==> config.mk <==
export PLATFORM = sky130hd
export DESIGN_NAME = adder_arbiter_flat
export DESIGN_NICKNAME = d
export VERILOG_FILES = /design/src/rtl/adder_arb_pkg.sv /design/src/rtl/adder_arbiter_if.sv /design/src/rtl/adder_core.sv /design/src/rtl/adder_arbiter.sv /design/src/flat_wrapper.sv
export SDC_FILE = /design/constraint.sdc
export NUM_CORES = 1
export LEC_CHECK = 0
export BUFFER_PORTS_ARGS = -buffer_cell sky130_fd_sc_hd__buf_4
export CAP_MARGIN = 20
export CORE_MARGIN = 2
export CORE_UTILIZATION = 30
export CTS_BUF_LIST = sky130_fd_sc_hd__clkbuf_4
export DETAILED_ROUTE_END_ITERATION = 10
export GPL_TIMING_DRIVEN = 0
export PLACE_DENSITY = 0.54
export SYNTH_ARGS = -nofsm -noshare
export SYNTH_HDL_FRONTEND = slang
export SYNTH_SLANG_ARGS = --single-unit
export TNS_END_PERCENT = 10
==> constraint.sdc <==
create_clock -name i_clk -period 4.59 [get_ports i_clk]
set_input_delay 0.2295 -clock i_clk [delete_from_list [all_inputs] [get_ports i_clk]]
set_output_delay 0.2295 -clock i_clk [all_outputs]
set_load 0.01 [all_outputs]
==> src/rtl/adder_arb_pkg.sv <==
// Shared types and helpers for the round-robin adder arbiter.
// rr_pick scans up to 16 requesters starting at a rotating pointer.
package adder_arb_pkg;

  typedef enum logic [1:0] {IDLE, CALC, RESP} arb_state_t;

  localparam int OP_CNT_W = 16;

  typedef struct packed {
    logic       found;
    logic [3:0] idx;
  } rr_pick_t;

  // Lowest offset from ptr (modulo n) wins; scanning high-to-low lets the
  // smallest offset overwrite any earlier hit.
  function automatic rr_pick_t rr_pick(input logic [15:0] valid,
                                       input logic [3:0]  ptr,
                                       input logic [4:0]  n);
    rr_pick_t   r;
    logic [4:0] j;
    r.found = 1'b0;
    r.idx   = 4'd0;
    for (int k = 15; k >= 0; k--) begin
      if (5'(k) < n) begin
        j = {1'b0, ptr} + 5'(k);
        if (j >= n) j = j - n;
        if (valid[j[3:0]]) begin
          r.found = 1'b1;
          r.idx   = j[3:0];
        end
      end
    end
    return r;
  endfunction

endpackage

==> src/rtl/adder_arbiter_if.sv <==
// Request/response bundle between requesters, the response consumer and the arbiter.
// Handshake: a transfer happens on a rising edge where valid and ready are both high.
interface adder_arbiter_if #(
  parameter int N_REQ = 4,
  parameter int WIDTH = 32,
  parameter int ID_W  = $clog2(N_REQ)
);
  import adder_arb_pkg::*;

  logic [N_REQ-1:0]            i_req_valid;
  logic [N_REQ-1:0][WIDTH-1:0] i_req_a;
  logic [N_REQ-1:0][WIDTH-1:0] i_req_b;
  logic [N_REQ-1:0]            o_req_ready;
  logic                        o_rsp_valid;
  logic                        i_rsp_ready;
  logic [WIDTH-1:0]            o_rsp_sum;
  logic                        o_rsp_carry;
  logic [ID_W-1:0]             o_rsp_id;
  logic                        o_busy;
  logic [OP_CNT_W-1:0]         o_op_count;
  arb_state_t                  o_dbg_state;
  logic [ID_W-1:0]             o_dbg_rr_ptr;

  modport slave (
    input  i_req_valid, i_req_a, i_req_b, i_rsp_ready,
    output o_req_ready, o_rsp_valid, o_rsp_sum, o_rsp_carry, o_rsp_id,
    output o_busy, o_op_count, o_dbg_state, o_dbg_rr_ptr
  );

  modport master (
    output i_req_valid, i_req_a, i_req_b, i_rsp_ready,
    input  o_req_ready, o_rsp_valid, o_rsp_sum, o_rsp_carry, o_rsp_id,
    input  o_busy, o_op_count, o_dbg_state, o_dbg_rr_ptr
  );

endinterface

==> src/rtl/adder_core.sv <==
// The single shared adder: combinational WIDTH-bit add with carry out.
module adder_core #(
  parameter int WIDTH = 32
) (
  input  logic [WIDTH-1:0] i_a,
  input  logic [WIDTH-1:0] i_b,
  output logic [WIDTH-1:0] o_sum,
  output logic             o_carry
);

  assign {o_carry, o_sum} = {1'b0, i_a} + {1'b0, i_b};

endmodule

==> src/rtl/adder_arbiter.sv <==
// Round-robin arbiter scheduling N_REQ requesters onto one adder_core instance.
// IDLE grants and captures operands, CALC adds and registers, RESP holds until taken.
module adder_arbiter
  import adder_arb_pkg::*;
#(
  parameter int N_REQ = 4,
  parameter int WIDTH = 32,
  parameter int ID_W  = $clog2(N_REQ)
) (
  input  logic            i_clk,
  input  logic            i_rst_n,
  adder_arbiter_if.slave  bus
);

  arb_state_t          state_q, state_d;
  logic [ID_W-1:0]     rr_ptr_q, rr_ptr_d;
  logic [WIDTH-1:0]    a_q, a_d, b_q, b_d;
  logic [ID_W-1:0]     id_q, id_d;
  logic [WIDTH-1:0]    sum_q, sum_d;
  logic                carry_q, carry_d;
  logic [ID_W-1:0]     rsp_id_q, rsp_id_d;
  logic                rsp_valid_q, rsp_valid_d;
  logic [OP_CNT_W-1:0] op_count_q, op_count_d;

  logic [WIDTH-1:0]    core_sum;
  logic                core_carry;
  logic [15:0]         valid16;
  logic [3:0]          ptr4;
  rr_pick_t            pick;
  logic [ID_W-1:0]     grant_idx;
  logic [N_REQ-1:0]    req_ready;

  adder_core #(.WIDTH(WIDTH)) u_adder_core (
    .i_a     (a_q),
    .i_b     (b_q),
    .o_sum   (core_sum),
    .o_carry (core_carry)
  );

  always_comb begin
    valid16                = '0;
    valid16[N_REQ-1:0]     = bus.i_req_valid;
    ptr4                   = '0;
    ptr4[ID_W-1:0]         = rr_ptr_q;
    pick                   = rr_pick(valid16, ptr4, 5'(N_REQ));
    grant_idx              = ID_W'(pick.idx);

    state_d     = state_q;
    rr_ptr_d    = rr_ptr_q;
    a_d         = a_q;
    b_d         = b_q;
    id_d        = id_q;
    sum_d       = sum_q;
    carry_d     = carry_q;
    rsp_id_d    = rsp_id_q;
    rsp_valid_d = rsp_valid_q;
    op_count_d  = op_count_q;
    req_ready   = '0;

    case (state_q)
      IDLE: begin
        // Ready is gated by reset so no accept is signalled on a reset edge.
        if (pick.found && i_rst_n) begin
          req_ready[grant_idx] = 1'b1;
          a_d      = bus.i_req_a[grant_idx];
          b_d      = bus.i_req_b[grant_idx];
          id_d     = grant_idx;
          rr_ptr_d = (pick.idx == 4'(N_REQ - 1)) ? '0 : ID_W'(pick.idx + 4'd1);
          state_d  = CALC;
        end
      end
      CALC: begin
        sum_d       = core_sum;
        carry_d     = core_carry;
        rsp_id_d    = id_q;
        rsp_valid_d = 1'b1;
        state_d     = RESP;
      end
      RESP: begin
        if (bus.i_rsp_ready) begin
          rsp_valid_d = 1'b0;
          if (op_count_q != '1) op_count_d = op_count_q + 1'b1;
          state_d = IDLE;
        end
      end
      default: state_d = IDLE;
    endcase
  end

  always_ff @(posedge i_clk) begin
    if (!i_rst_n) begin
      state_q     <= IDLE;
      rr_ptr_q    <= '0;
      a_q         <= '0;
      b_q         <= '0;
      id_q        <= '0;
      sum_q       <= '0;
      carry_q     <= 1'b0;
      rsp_id_q    <= '0;
      rsp_valid_q <= 1'b0;
      op_count_q  <= '0;
    end else begin
      state_q     <= state_d;
      rr_ptr_q    <= rr_ptr_d;
      a_q         <= a_d;
      b_q         <= b_d;
      id_q        <= id_d;
      sum_q       <= sum_d;
      carry_q     <= carry_d;
      rsp_id_q    <= rsp_id_d;
      rsp_valid_q <= rsp_valid_d;
      op_count_q  <= op_count_d;
    end
  end

  assign bus.o_req_ready  = req_ready;
  assign bus.o_rsp_valid  = rsp_valid_q;
  assign bus.o_rsp_sum    = sum_q;
  assign bus.o_rsp_carry  = carry_q;
  assign bus.o_rsp_id     = rsp_id_q;
  assign bus.o_busy       = (state_q != IDLE);
  assign bus.o_op_count   = op_count_q;
  assign bus.o_dbg_state  = state_q;
  assign bus.o_dbg_rr_ptr = rr_ptr_q;

endmodule

==> src/flat_wrapper.sv <==
// flat-port wrapper written by rule: the top's interface ports become plain ports
module adder_arbiter_flat import adder_arb_pkg::*;
#(
  parameter int N_REQ = 4,
  parameter int WIDTH = 32,
  parameter int ID_W  = $clog2(N_REQ)
)
  (i_clk, i_rst_n, bus_i_req_valid, bus_i_req_a, bus_i_req_b, bus_i_rsp_ready, bus_o_req_ready, bus_o_rsp_valid, bus_o_rsp_sum, bus_o_rsp_carry, bus_o_rsp_id, bus_o_busy, bus_o_op_count, bus_o_dbg_state, bus_o_dbg_rr_ptr);
  adder_arbiter_if #(.N_REQ(N_REQ), .WIDTH(WIDTH), .ID_W(ID_W)) bus_i ();
  input  logic i_clk;
  input  logic i_rst_n;
  input wire logic [$bits(bus_i.i_req_valid)-1:0] bus_i_req_valid;
  input wire logic [$bits(bus_i.i_req_a)-1:0] bus_i_req_a;
  input wire logic [$bits(bus_i.i_req_b)-1:0] bus_i_req_b;
  input wire logic [$bits(bus_i.i_rsp_ready)-1:0] bus_i_rsp_ready;
  output wire logic [$bits(bus_i.o_req_ready)-1:0] bus_o_req_ready;
  output wire logic [$bits(bus_i.o_rsp_valid)-1:0] bus_o_rsp_valid;
  output wire logic [$bits(bus_i.o_rsp_sum)-1:0] bus_o_rsp_sum;
  output wire logic [$bits(bus_i.o_rsp_carry)-1:0] bus_o_rsp_carry;
  output wire logic [$bits(bus_i.o_rsp_id)-1:0] bus_o_rsp_id;
  output wire logic [$bits(bus_i.o_busy)-1:0] bus_o_busy;
  output wire logic [$bits(bus_i.o_op_count)-1:0] bus_o_op_count;
  output wire logic [$bits(bus_i.o_dbg_state)-1:0] bus_o_dbg_state;
  output wire logic [$bits(bus_i.o_dbg_rr_ptr)-1:0] bus_o_dbg_rr_ptr;
  assign bus_i.i_req_valid = bus_i_req_valid;
  assign bus_i.i_req_a = bus_i_req_a;
  assign bus_i.i_req_b = bus_i_req_b;
  assign bus_i.i_rsp_ready = bus_i_rsp_ready;
  assign bus_o_req_ready = bus_i.o_req_ready;
  assign bus_o_rsp_valid = bus_i.o_rsp_valid;
  assign bus_o_rsp_sum = bus_i.o_rsp_sum;
  assign bus_o_rsp_carry = bus_i.o_rsp_carry;
  assign bus_o_rsp_id = bus_i.o_rsp_id;
  assign bus_o_busy = bus_i.o_busy;
  assign bus_o_op_count = bus_i.o_op_count;
  assign bus_o_dbg_state = bus_i.o_dbg_state;
  assign bus_o_dbg_rr_ptr = bus_i.o_dbg_rr_ptr;
  adder_arbiter #(.N_REQ(N_REQ), .WIDTH(WIDTH), .ID_W(ID_W)) u_core (.i_clk(i_clk), .i_rst_n(i_rst_n), .bus(bus_i));
endmodule
==> metrics.cfg, run 1 <==
[floorplan]
die_height_um = 166
core_region_area_um2 = 25800
die_w_um = 166
io_pins = 324
fp-row-count = 59
die_area_um2 = 27400
initial_utilization = 0.303

[setup_path]
crit_path_end_kind = flip-flop
cp.required_ns = 5.04
start_kind = flip-flop
r2r_setup_slack_ns = 0.45
critPathLaunch = u_core.bus.o_dbg_rr_ptr[0]$_SDFFE_PN0P_
critPathKind = reg2reg
r2r-start = u_core.bus.o_dbg_rr_ptr[0]$_SDFFE_PN0P_
r2r_end = u_core.b_q[15]$_SDFFE_PN0P_
critPathMaxFanout = 10
worst_ep_arrival_time_ns = 4.58
reg2reg_depth = 15

[placed_design]
place.gp.congestion = 0.887
preCtsSetupSlack_ns = 1.29
port_buffers = 323
post-place-cells = 1547
dp_hpwl_um = 24700

[logic_synthesis]
yosys_warnings = 0
syn_nets = 1192
ys_top_cells_by_area = dfxtp_1 31%, mux2i_1 16%, o221ai_1 7.3%
synth_seq_area_share = 0.312
synthesis.area_um2 = 7830
yosys.area.top_type = dfxtp_1
yosys_register_bits = 122
synth_ff_type = dfxtp_1
synth_cell_type_count = 67
synth_top_area_frac = 0.312
ys_async_sr_fraction = 0
synth-edff-count = 0
syn_avg_cell_area_um2 = 8.81
synthCells = 889

[status]
outcome = completed

[worst_hold_path]
worstHoldEndpoint = u_core.b_q[23]$_SDFFE_PN0P_
hold_depth = 3
hold_start = bus_i_req_b[87]
min_path_type = in2reg

[sta]
rsz0062_at_grt = false
setup_viol = 0
skew_ns = 0.0196
finalHoldViolCount = 0
post-route-min-period_ns = 4.14
max_slew_margin = 0.588
fmaxAchievable_mhz = 242
worst_slew_pin_slew_ns = 0.612
setup-tns-final_ns = 0
setup_slack_ns = 0.455
finalMaxSlewViolations = 0
timing.final.crit_share = 0.901

[layout]
mostFrequentLayoutCells = 324 x buf_4, 184 x dlygate4sd3_1, 139 x nand2_1
final_cells = 1764
final_util = 0.496
area_growth_pct = 63.5
layout_commonest_cell = buf_4
drive_gt1_frac = 0.277
nets = 1718

[routing]
avgRoutedWirePerCell_um = 17.8
via_per_inst = 5.04
finalWirelength_um = 31500
first_iter_violations = 393
via_count = 8882
ant_nets = 0
route.detailed.drc = 0
dr.pass1.iters = 5

[clocking]
cts_num_sinks = 122
clk_path_buf_depth = 2
post_cts_buffers = 0
cts_buffers = 17
clk_latency_ns = 0.57
ctsHtreeMaxLevel = 4
cts_tree = yes
path_clk_slew_ns = 0.11
postCtsResizedCells = 0
clock-root-buffer = clkbuf_4

[global_routing]
overflow = 0
grt_pass1_vias = 8782
antenna_found_initial = 1
grt_pass1_wl_um = 47400
grt_usage = 0.225
grt_max_degree = 17

[flow_run]
cap_violations = 0

[power_and_ir_drop]
irDropWorstVdd_uv = 310
leakage_nw = 5.91
p_per_area_nw_per_um2 = 590

-- per-layer routing --
layer | vias to the layer above | wire length (um) | GRT usage
met2 | 297 | 15800 | 0.398
met4 | 0 | 330 | 0.0431
li1 | 4373 | - | -
met1 | 4191 | 13300 | 0.282
met5 | - | 0 | 0
met3 | 21 | 2040 | 0.0504
-- critical path: stages (launching register included) --
cell,delay [ns]
dfxtp_1,0.44
buf_6,0.18
inv_1,0.11
ha_1,0.37
mux4_2,0.24
a21boi_2,0.20
a31oi_1,0.10
o21ai_1,0.11
and3_1,0.18
buf_6,0.16
buf_6,0.20
buf_6,0.21
mux2i_1,0.23
dlygate4sd3_1,0.58
o221ai_1,0.11
dlygate4sd3_1,0.58
-- registers in the layout, summed over array words and instances, names as in the netlist --
register,flops
u_core.a_q,32
u_core.b_q,32
u_core.bus.o_rsp_sum,32
u_core.bus.o_op_count,16
u_core.bus.o_dbg_rr_ptr,2
u_core.bus.o_dbg_state,2
u_core.bus.o_rsp_id,2
u_core.id_q,2
u_core.bus.o_rsp_carry,1
u_core.bus.o_rsp_valid,1
-- per-stage QoR --
step           hold slack (ns)  instance area, um2  total power [W]
3_3_place_gp             0.438               10700          0.00581
2_1_floorplan            0.376                7830          0.00445
3_5_place_dp             0.444               10700          0.00582
4_1_cts               0.000454               12800          0.00755
6_report                0.0205               12800          0.00756
5_1_grt                0.00483               12800          0.00807
-- cell usage after synthesis (8+ instances only) --
master	instances
a211oi_1	9
a21o_1	14
a21oi_1	38
and2_1	29
buf_2	17
buf_6	10
clkbuf_1	26
dfxtp_1	122
ha_1	39
inv_1	11
mux2i_1	129
nand2_1	139
nand3_1	22
nand4_1	12
nor2_1	19
o21ai_0	37
o21ai_1	8
o221ai_1	65
xnor2_1	24
xor2_1	12
-- report_power, final --
group	switching, W	internal (W)	total, W
sequential	0.000214	0.00135	0.00156
combinational	0.00253	0.00267	0.00520
clock	0.000460	0.000332	0.000791
total	0.00321	0.00435	0.00756
-- worst max-delay path by stage --
stage                                              to  slack [ns]  cells after the start
after floorplan                    bus_o_req_ready[3]        1.78                     13
after global placement     u_core.b_q[6]$_SDFFE_PN0P_        1.31                     12
after detailed placement   u_core.b_q[7]$_SDFFE_PN0P_        1.29                     12
after CTS                 u_core.b_q[28]$_SDFFE_PN0P_        0.43                     15
after global routing      u_core.b_q[15]$_SDFFE_PN0P_        0.22                     15
final                     u_core.b_q[15]$_SDFFE_PN0P_        0.45                     15
-- kinds of logic after synthesis --
group           count (synthesis)  share of synthesized area
simple gates                  261                      0.158
compound gates                229                      0.207
mux                           132                      0.172
flops                         122                      0.312
buf+inv                        69                     0.0458
fa+ha+maj                      40                     0.0649
xor+xnor                       36                     0.0403
-- layout make-up --
class	count	area, um2
Clock buffer	18	135
Timing Repair Buffer	507	4270
Clock inverter	14	149
Fill cell	2550	13000
Inverter	14	52.6
Buffer	55	307
Sequential cell	122	2440
Tap cell	335	419
Multi-Input combinational cell	698	5030
Antenna cell	1	2.50
-- timing repair --
action / 4_1_cts / 5_1_grt
setup endpoints to repair: 0 / 0
hold endpoints to repair: 67 / 0
hold buffers: 184 / 0
No activity file was read; power rests on OpenSTA's default activity.
==> run 2: changes to the inputs <==
--- a/config.mk
+++ b/config.mk
@@ -12,6 +12,7 @@
 export CTS_BUF_LIST = sky130_fd_sc_hd__clkbuf_4
 export DETAILED_ROUTE_END_ITERATION = 10
 export GPL_TIMING_DRIVEN = 0
+export MAX_ROUTING_LAYER = met4
 export PLACE_DENSITY = 0.54
 export SYNTH_ARGS = -nofsm -noshare
 export SYNTH_HDL_FRONTEND = slang
==> metrics.cfg, run 2 (synthesis gave the netlist of run 1 again) <==
[clocking]
holdBufCountCts = 174  ; was 184
clk_path_buf_depth = 2  ; unchanged
clk_latency_ns = 0.57  ; about the same
postCtsResizedCells = 0  ; unchanged
cts_tree = yes  ; unchanged
cts_num_sinks = 122  ; unchanged
clock-root-buffer = clkbuf_4  ; unchanged
cts_buffers = 17  ; unchanged
ctsHtreeMaxLevel = 4  ; unchanged
post_cts_buffers = 0  ; unchanged
path_clk_slew_ns = 0.13  ; was 0.11 ns

[power_and_ir_drop]
intPower_w = 0.00437  ; was 0.00435 W
switching_share = 0.422  ; was 0.425
power_switching_w = 0.00319  ; was 0.00321 W
p_per_area_nw_per_um2 = 592  ; was 590 nW/um2
power_frac_seq = 0.207  ; about the same
comb_power_share = 0.679  ; was 0.689
irDropWorstVdd_uv = 296  ; was 310 uV
p_clk_frac = 0.115  ; was 0.105
power_w = 0.00755  ; was 0.00756 W
leakage_nw = 5.88  ; was 5.91 nW

[global_routing]
grt_usage = 0.232  ; was 0.225
grt_pass1_wl_um = 47200  ; was 47400 um
grt_max_degree = 17  ; unchanged
overflow = 0  ; unchanged
grt_pass1_vias = 8812  ; was 8782
antenna_found_initial = 1  ; unchanged

[layout]
ff_latch_area_um2 = 2440  ; unchanged
layout_commonest_cell = buf_4  ; unchanged
multi_input_area_um2 = 5030  ; unchanged
drive_gt1_frac = 0.279  ; was 0.277
nets = 1710  ; was 1718
area_growth_pct = 62.9  ; was 63.5%
mostFrequentLayoutCells = 324 x buf_4, 176 x dlygate4sd3_1, 139 x nand2_1  ; was 324 x buf_4, 184 x dlygate4sd3_1, 139 x nand2_1
fillCellCount = 2543  ; was 2550

[floorplan]
core_region_area_um2 = 25800  ; unchanged
io_pins = 324  ; unchanged
fp-row-count = 59  ; unchanged
die_area_um2 = 27400  ; unchanged
initial_utilization = 0.303  ; unchanged
die_w_um = 166  ; unchanged
die_height_um = 166  ; unchanged

[flow_run]
cap_violations = 0  ; unchanged

[setup_path]
start_kind = flip-flop  ; unchanged
critPathMaxFanout = 12  ; was 10
critPathKind = reg2reg  ; unchanged
cp.required_ns = 5.05  ; was 5.04 ns
worst_ep_arrival_time_ns = 4.58  ; about the same
crit_path_end_kind = flip-flop  ; unchanged
reg2reg_depth = 14  ; was 15

[sta]
max_slew_margin = 0.574  ; was 0.588
post-route-min-period_ns = 4.12  ; was 4.14 ns
skew_ns = 0.0322  ; was 0.0196 ns
rsz0062_at_grt = false  ; unchanged
setup-tns-final_ns = 0  ; unchanged
finalHoldViolCount = 0  ; unchanged
fmaxAchievable_mhz = 243  ; was 242 MHz
timing.final.crit_share = 0.897  ; was 0.901
worst_slew_pin_slew_ns = 0.633  ; was 0.612 ns
finalMaxSlewViolations = 0  ; unchanged
setup_viol = 0  ; unchanged

[worst_hold_path]
min_path_type = in2reg  ; unchanged
hold_depth = 3  ; unchanged

[placed_design]
dp_hpwl_um = 24700  ; about the same
place.gp.congestion = 0.903  ; was 0.887
port_buffers = 323  ; unchanged

[routing]
avgRoutedWirePerCell_um = 17.9  ; was 17.8 um
ant_nets = 0  ; unchanged
route.detailed.drc = 0  ; unchanged
finalWirelength_um = 31500  ; about the same
dr.pass1.iters = 6  ; was 5
via_per_inst = 5.04  ; about the same
via_count = 8854  ; was 8882
first_iter_violations = 526  ; was 393

[status]
outcome = completed  ; unchanged

run 2: power groups by stage:
stage / sequential, W / combinational [W] / clock [W]
after detailed placement: 0.00158 / 0.00423 / 0
final: 0.00156 / 0.00513 / 0.000865
after global routing: 0.00159 / 0.00553 / 0.000933
after CTS: 0.00156 / 0.00511 / 0.000882
after floorplan: 0.00154 / 0.00291 / 0
after global placement: 0.00158 / 0.00424 / 0
run 2: final cells by class:
type                            count  area share
Multi-Input combinational cell    698       0.394
Tap cell                          335      0.0329
Sequential cell                   122       0.191
Buffer                             55      0.0240
Clock inverter                     13      0.0132
Inverter                           14     0.00412
Clock buffer                       19      0.0112
Antenna cell                        3    0.000588
Timing Repair Buffer              499       0.328
run 2: path summary, 6_finish.rpt:
kind	start	to	slack, ns
hold / removal	bus_i_req_a[94]	u_core.a_q[30]$_SDFFE_PN0P_	0.03
setup reg to reg	u_core.bus.o_dbg_rr_ptr[1]$_SDFFE_PN0P_	u_core.b_q[30]$_SDFFE_PN0P_	0.47
hold reg to reg	u_core.bus.o_rsp_sum[13]$_SDFFE_PN0P_	u_core.bus.o_rsp_sum[13]$_SDFFE_PN0P_	0.46
setup / recovery	u_core.bus.o_dbg_rr_ptr[1]$_SDFFE_PN0P_	u_core.b_q[30]$_SDFFE_PN0P_	0.47
run 2: worst max-delay path, cell delays in order, from the launching register on:
cell,delay [ns]
dfxtp_1,0.58
inv_1,0.14
ha_1,0.36
mux4_2,0.24
a21boi_2,0.20
a31oi_1,0.10
o21ai_1,0.12
and3_1,0.19
buf_6,0.16
buf_6,0.20
buf_6,0.22
mux2i_1,0.21
dlygate4sd3_1,0.59
o221ai_1,0.11
dlygate4sd3_1,0.58
run 2: metal layers:
metal	track usage	vias to the layer above	routed length [um]	share of wire
met1	0.285	4191	13700	0.43
met4	0.0392	0	248	0.0079
met2	0.403	284	15900	0.51
li1	-	4359	-	-
met5	-	-	0	0
met3	0.0425	20	1680	0.053
run 2: through the flow:
| step | hold WS, ns | setup WS (ns) | area (um2) | util | std cells |
|---|---|---|---|---|---|
| after floorplan | 0.376 | 1.78 | 7830 | - | 889 |
| after global placement | 0.437 | 1.30 | 10700 | 0.413 | 1547 |
| after detailed placement | 0.437 | 1.27 | 10700 | 0.413 | 1547 |
| after CTS | 0.000340 | 0.494 | 12700 | 0.493 | 1753 |
| after global routing | 0.00275 | 0.222 | 12800 | 0.494 | 1758 |
| final | 0.0303 | 0.471 | 12800 | 0.494 | 1758 |
==> run 3: changes to the inputs <==
--- a/config.mk
+++ b/config.mk
@@ -5,15 +5,16 @@
 export SDC_FILE = /design/constraint.sdc
 export NUM_CORES = 1
 export LEC_CHECK = 0
-export BUFFER_PORTS_ARGS = -buffer_cell sky130_fd_sc_hd__buf_4
+export ABC_CLOCK_PERIOD_IN_PS = 4590
 export CAP_MARGIN = 20
 export CORE_MARGIN = 2
 export CORE_UTILIZATION = 30
 export CTS_BUF_LIST = sky130_fd_sc_hd__clkbuf_4
 export DETAILED_ROUTE_END_ITERATION = 10
+export DONT_BUFFER_PORTS = 1
 export GPL_TIMING_DRIVEN = 0
 export MAX_ROUTING_LAYER = met4
-export PLACE_DENSITY = 0.54
+export PLACE_DENSITY = 0.44
 export SYNTH_ARGS = -nofsm -noshare
 export SYNTH_HDL_FRONTEND = slang
 export SYNTH_SLANG_ARGS = --single-unit
==> metrics.cfg, run 3 (synthesis gave the netlist of run 1 again) <==
[clocking]
clock-root-buffer = clkbuf_4  ; unchanged
cts_tree = yes  ; unchanged
cts_num_sinks = 122  ; unchanged
path_clk_slew_ns = 0.12  ; was 0.13 ns
clk_latency_ns = 0.56  ; was 0.57 ns
post_cts_buffers = 0  ; unchanged
ctsHtreeMaxLevel = 4  ; unchanged
cts_buffers = 17  ; unchanged
clk_path_buf_depth = 2  ; unchanged

[global_routing]
grt_pass1_wl_um = 45200  ; was 47200 um
overflow = 0  ; unchanged
grt_usage = 0.227  ; was 0.232
grt_max_degree = 17  ; unchanged
grt_pass1_vias = 7792  ; was 8812
antenna_found_initial = 2  ; was 1

[sta]
setup_slack_ns = 0.323  ; was 0.471 ns
finalMaxSlewViolations = 0  ; unchanged
setup_viol = 0  ; unchanged
setup-tns-final_ns = 0  ; unchanged
worst_slew_pin_slew_ns = 0.643  ; was 0.633 ns
max_slew_margin = 0.567  ; was 0.574
finalHoldViolCount = 0  ; unchanged
skew_ns = 0.0258  ; was 0.0322 ns
timing.final.crit_share = 0.930  ; was 0.897
finalHoldWorstSlack_ns = 0.0433  ; was 0.0303 ns
rsz0062_at_grt = false  ; unchanged
post-route-min-period_ns = 4.27  ; was 4.12 ns
fmaxAchievable_mhz = 234  ; was 243 MHz

[layout]
layout_commonest_cell = dlygate4sd3_1  ; was buf_4
area_growth_pct = 34.6  ; was 62.9%
nets = 1405  ; was 1710
mostFrequentLayoutCells = 194 x dlygate4sd3_1, 139 x nand2_1, 129 x mux2i_1  ; was 324 x buf_4, 176 x dlygate4sd3_1, 139 x nand2_1
final_cells = 1452  ; was 1758
drive_gt1_frac = 0.0646  ; was 0.279

[worst_hold_path]
min_path_type = in2reg  ; unchanged

[floorplan]
io_pins = 324  ; unchanged
core_region_area_um2 = 25800  ; unchanged
die_height_um = 166  ; unchanged
die_area_um2 = 27400  ; unchanged
die_w_um = 166  ; unchanged
fp-row-count = 59  ; unchanged
initial_utilization = 0.303  ; unchanged

[flow_run]
cap_violations = 0  ; unchanged

[setup_path]
crit_path_end_kind = flip-flop  ; unchanged
critPathMaxFanout = 10  ; was 12
cp_common_cell = buf_6  ; unchanged
worst_ep_arrival_time_ns = 4.71  ; was 4.58 ns
cp_slowest_cell = dlygate4sd3_1  ; unchanged
critPathKind = reg2reg  ; unchanged
crit_path_max_incr_delay_ns = 0.60  ; was 0.59 ns
start_kind = flip-flop  ; unchanged
cp.required_ns = 5.03  ; was 5.05 ns
crit_chain = buf_6 > inv_1 > ha_1 > mux4_2 > a21boi_2 > a31oi_1 > o21ai_1 > and3_1 > buf_6 > buf_6 > buf_6 > mux2i_1 > dlygate4sd3_1 > o221ai_1 > dlygate4sd3_1  ; was inv_1 > ha_1 > mux4_2 > a21boi_2 > a31oi_1 > o21ai_1 > and3_1 > buf_6 > buf_6 > buf_6 > mux2i_1 > dlygate4sd3_1 > o221ai_1 > dlygate4sd3_1

[routing]
via_count = 7679  ; was 8854
first_iter_violations = 423  ; was 526
ant_nets = 0  ; unchanged
route.detailed.drc = 0  ; unchanged
finalWirelength_um = 30500  ; was 31500 um
avgRoutedWirePerCell_um = 21.0  ; was 17.9 um
dr.pass1.iters = 5  ; was 6
via_per_inst = 5.29  ; was 5.04

[placed_design]
preCtsSetupSlack_ns = 0.986  ; was 1.27 ns
post-place-cells = 1224  ; was 1547
dp_hpwl_um = 23100  ; was 24700 um
place.gp.congestion = 0.895  ; was 0.903
port_buffers = 0  ; was 323

[power_and_ir_drop]
irDropWorstVdd_uv = 509  ; was 296 uV
p_per_area_nw_per_um2 = 713  ; was 592 nW/um2
leakage_nw = 4.40  ; was 5.88 nW
power_w = 0.00752  ; was 0.00755 W

[status]
outcome = completed  ; unchanged

==> run 3: through the flow <==
stage           util  cell area, um2
2_1_floorplan      -            7830
3_3_place_gp   0.319            8250
3_5_place_dp   0.319            8250
4_1_cts        0.408           10500
5_1_grt        0.408           10500
6_report       0.408           10500
==> run 3: final timing paths <==
check | slack, ns | startpoint | endpoint | depth (start not counted)
setup / recovery | 0.32 | u_core.bus.o_dbg_rr_ptr[0]$_SDFFE_PN0P_ | u_core.b_q[28]$_SDFFE_PN0P_ | 15
hold / removal | 0.04 | bus_i_rsp_ready | u_core.bus.o_op_count[1]$_SDFFE_PN0P_ | 4
setup reg to reg | 0.32 | u_core.bus.o_dbg_rr_ptr[0]$_SDFFE_PN0P_ | u_core.b_q[28]$_SDFFE_PN0P_ | 15
hold reg to reg | 0.46 | u_core.id_q[1]$_SDFFE_PN0P_ | u_core.id_q[1]$_SDFFE_PN0P_ | 2
==> run 3: worst max-delay path: cells and delay by family, from the launching register on <==
family,cells,cell delay (ns)
buffers and inverters,7,2.03
AOI/OAI and AO/OA,4,0.54
muxes,2,0.51
DFF,1,0.42
adders and majority gates,1,0.37
and+or+nand+nor,1,0.30
==> run 3: cell type report <==
| cell class | instances | area, um2 |
|---|---|---|
| fillers | 2687 | 15300 |
| multi-input cells | 698 | 5030 |
| flip-flops and latches | 122 | 2440 |
| repair buffers | 194 | 1940 |
| well taps | 335 | 419 |
| plain buffers | 55 | 307 |
| clock inverters | 13 | 199 |
| clock buffers | 19 | 143 |
| inverters | 14 | 52.6 |
| diodes | 2 | 5.00 |
==> run 3: metal layers <==
layer / vias up / wire length, um / GRT usage
met5: - / 0 / -
met1: 3668 / 13300 / 0.283
met4: 0 / 391 / 0.0482
met3: 20 / 1930 / 0.0549
met2: 249 / 14800 / 0.375
li1: 3742 / - / -
==> run 3: report_power, final <==
part / switching (W) / total [W] / internal, W / leakage, nW
combinational: 0.00246 / 0.00494 / 0.00247 / 3.22
sequential: 0.000288 / 0.00164 / 0.00135 / 1.00
clock: 0.000448 / 0.000943 / 0.000495 / 0.176
==> run 3: what timing repair did <==
item,CTS,global route
resized for setup,0,2
endpoints found under the hold margin,70,0
endpoints found under the setup margin,0,4
hold buffers,194,0
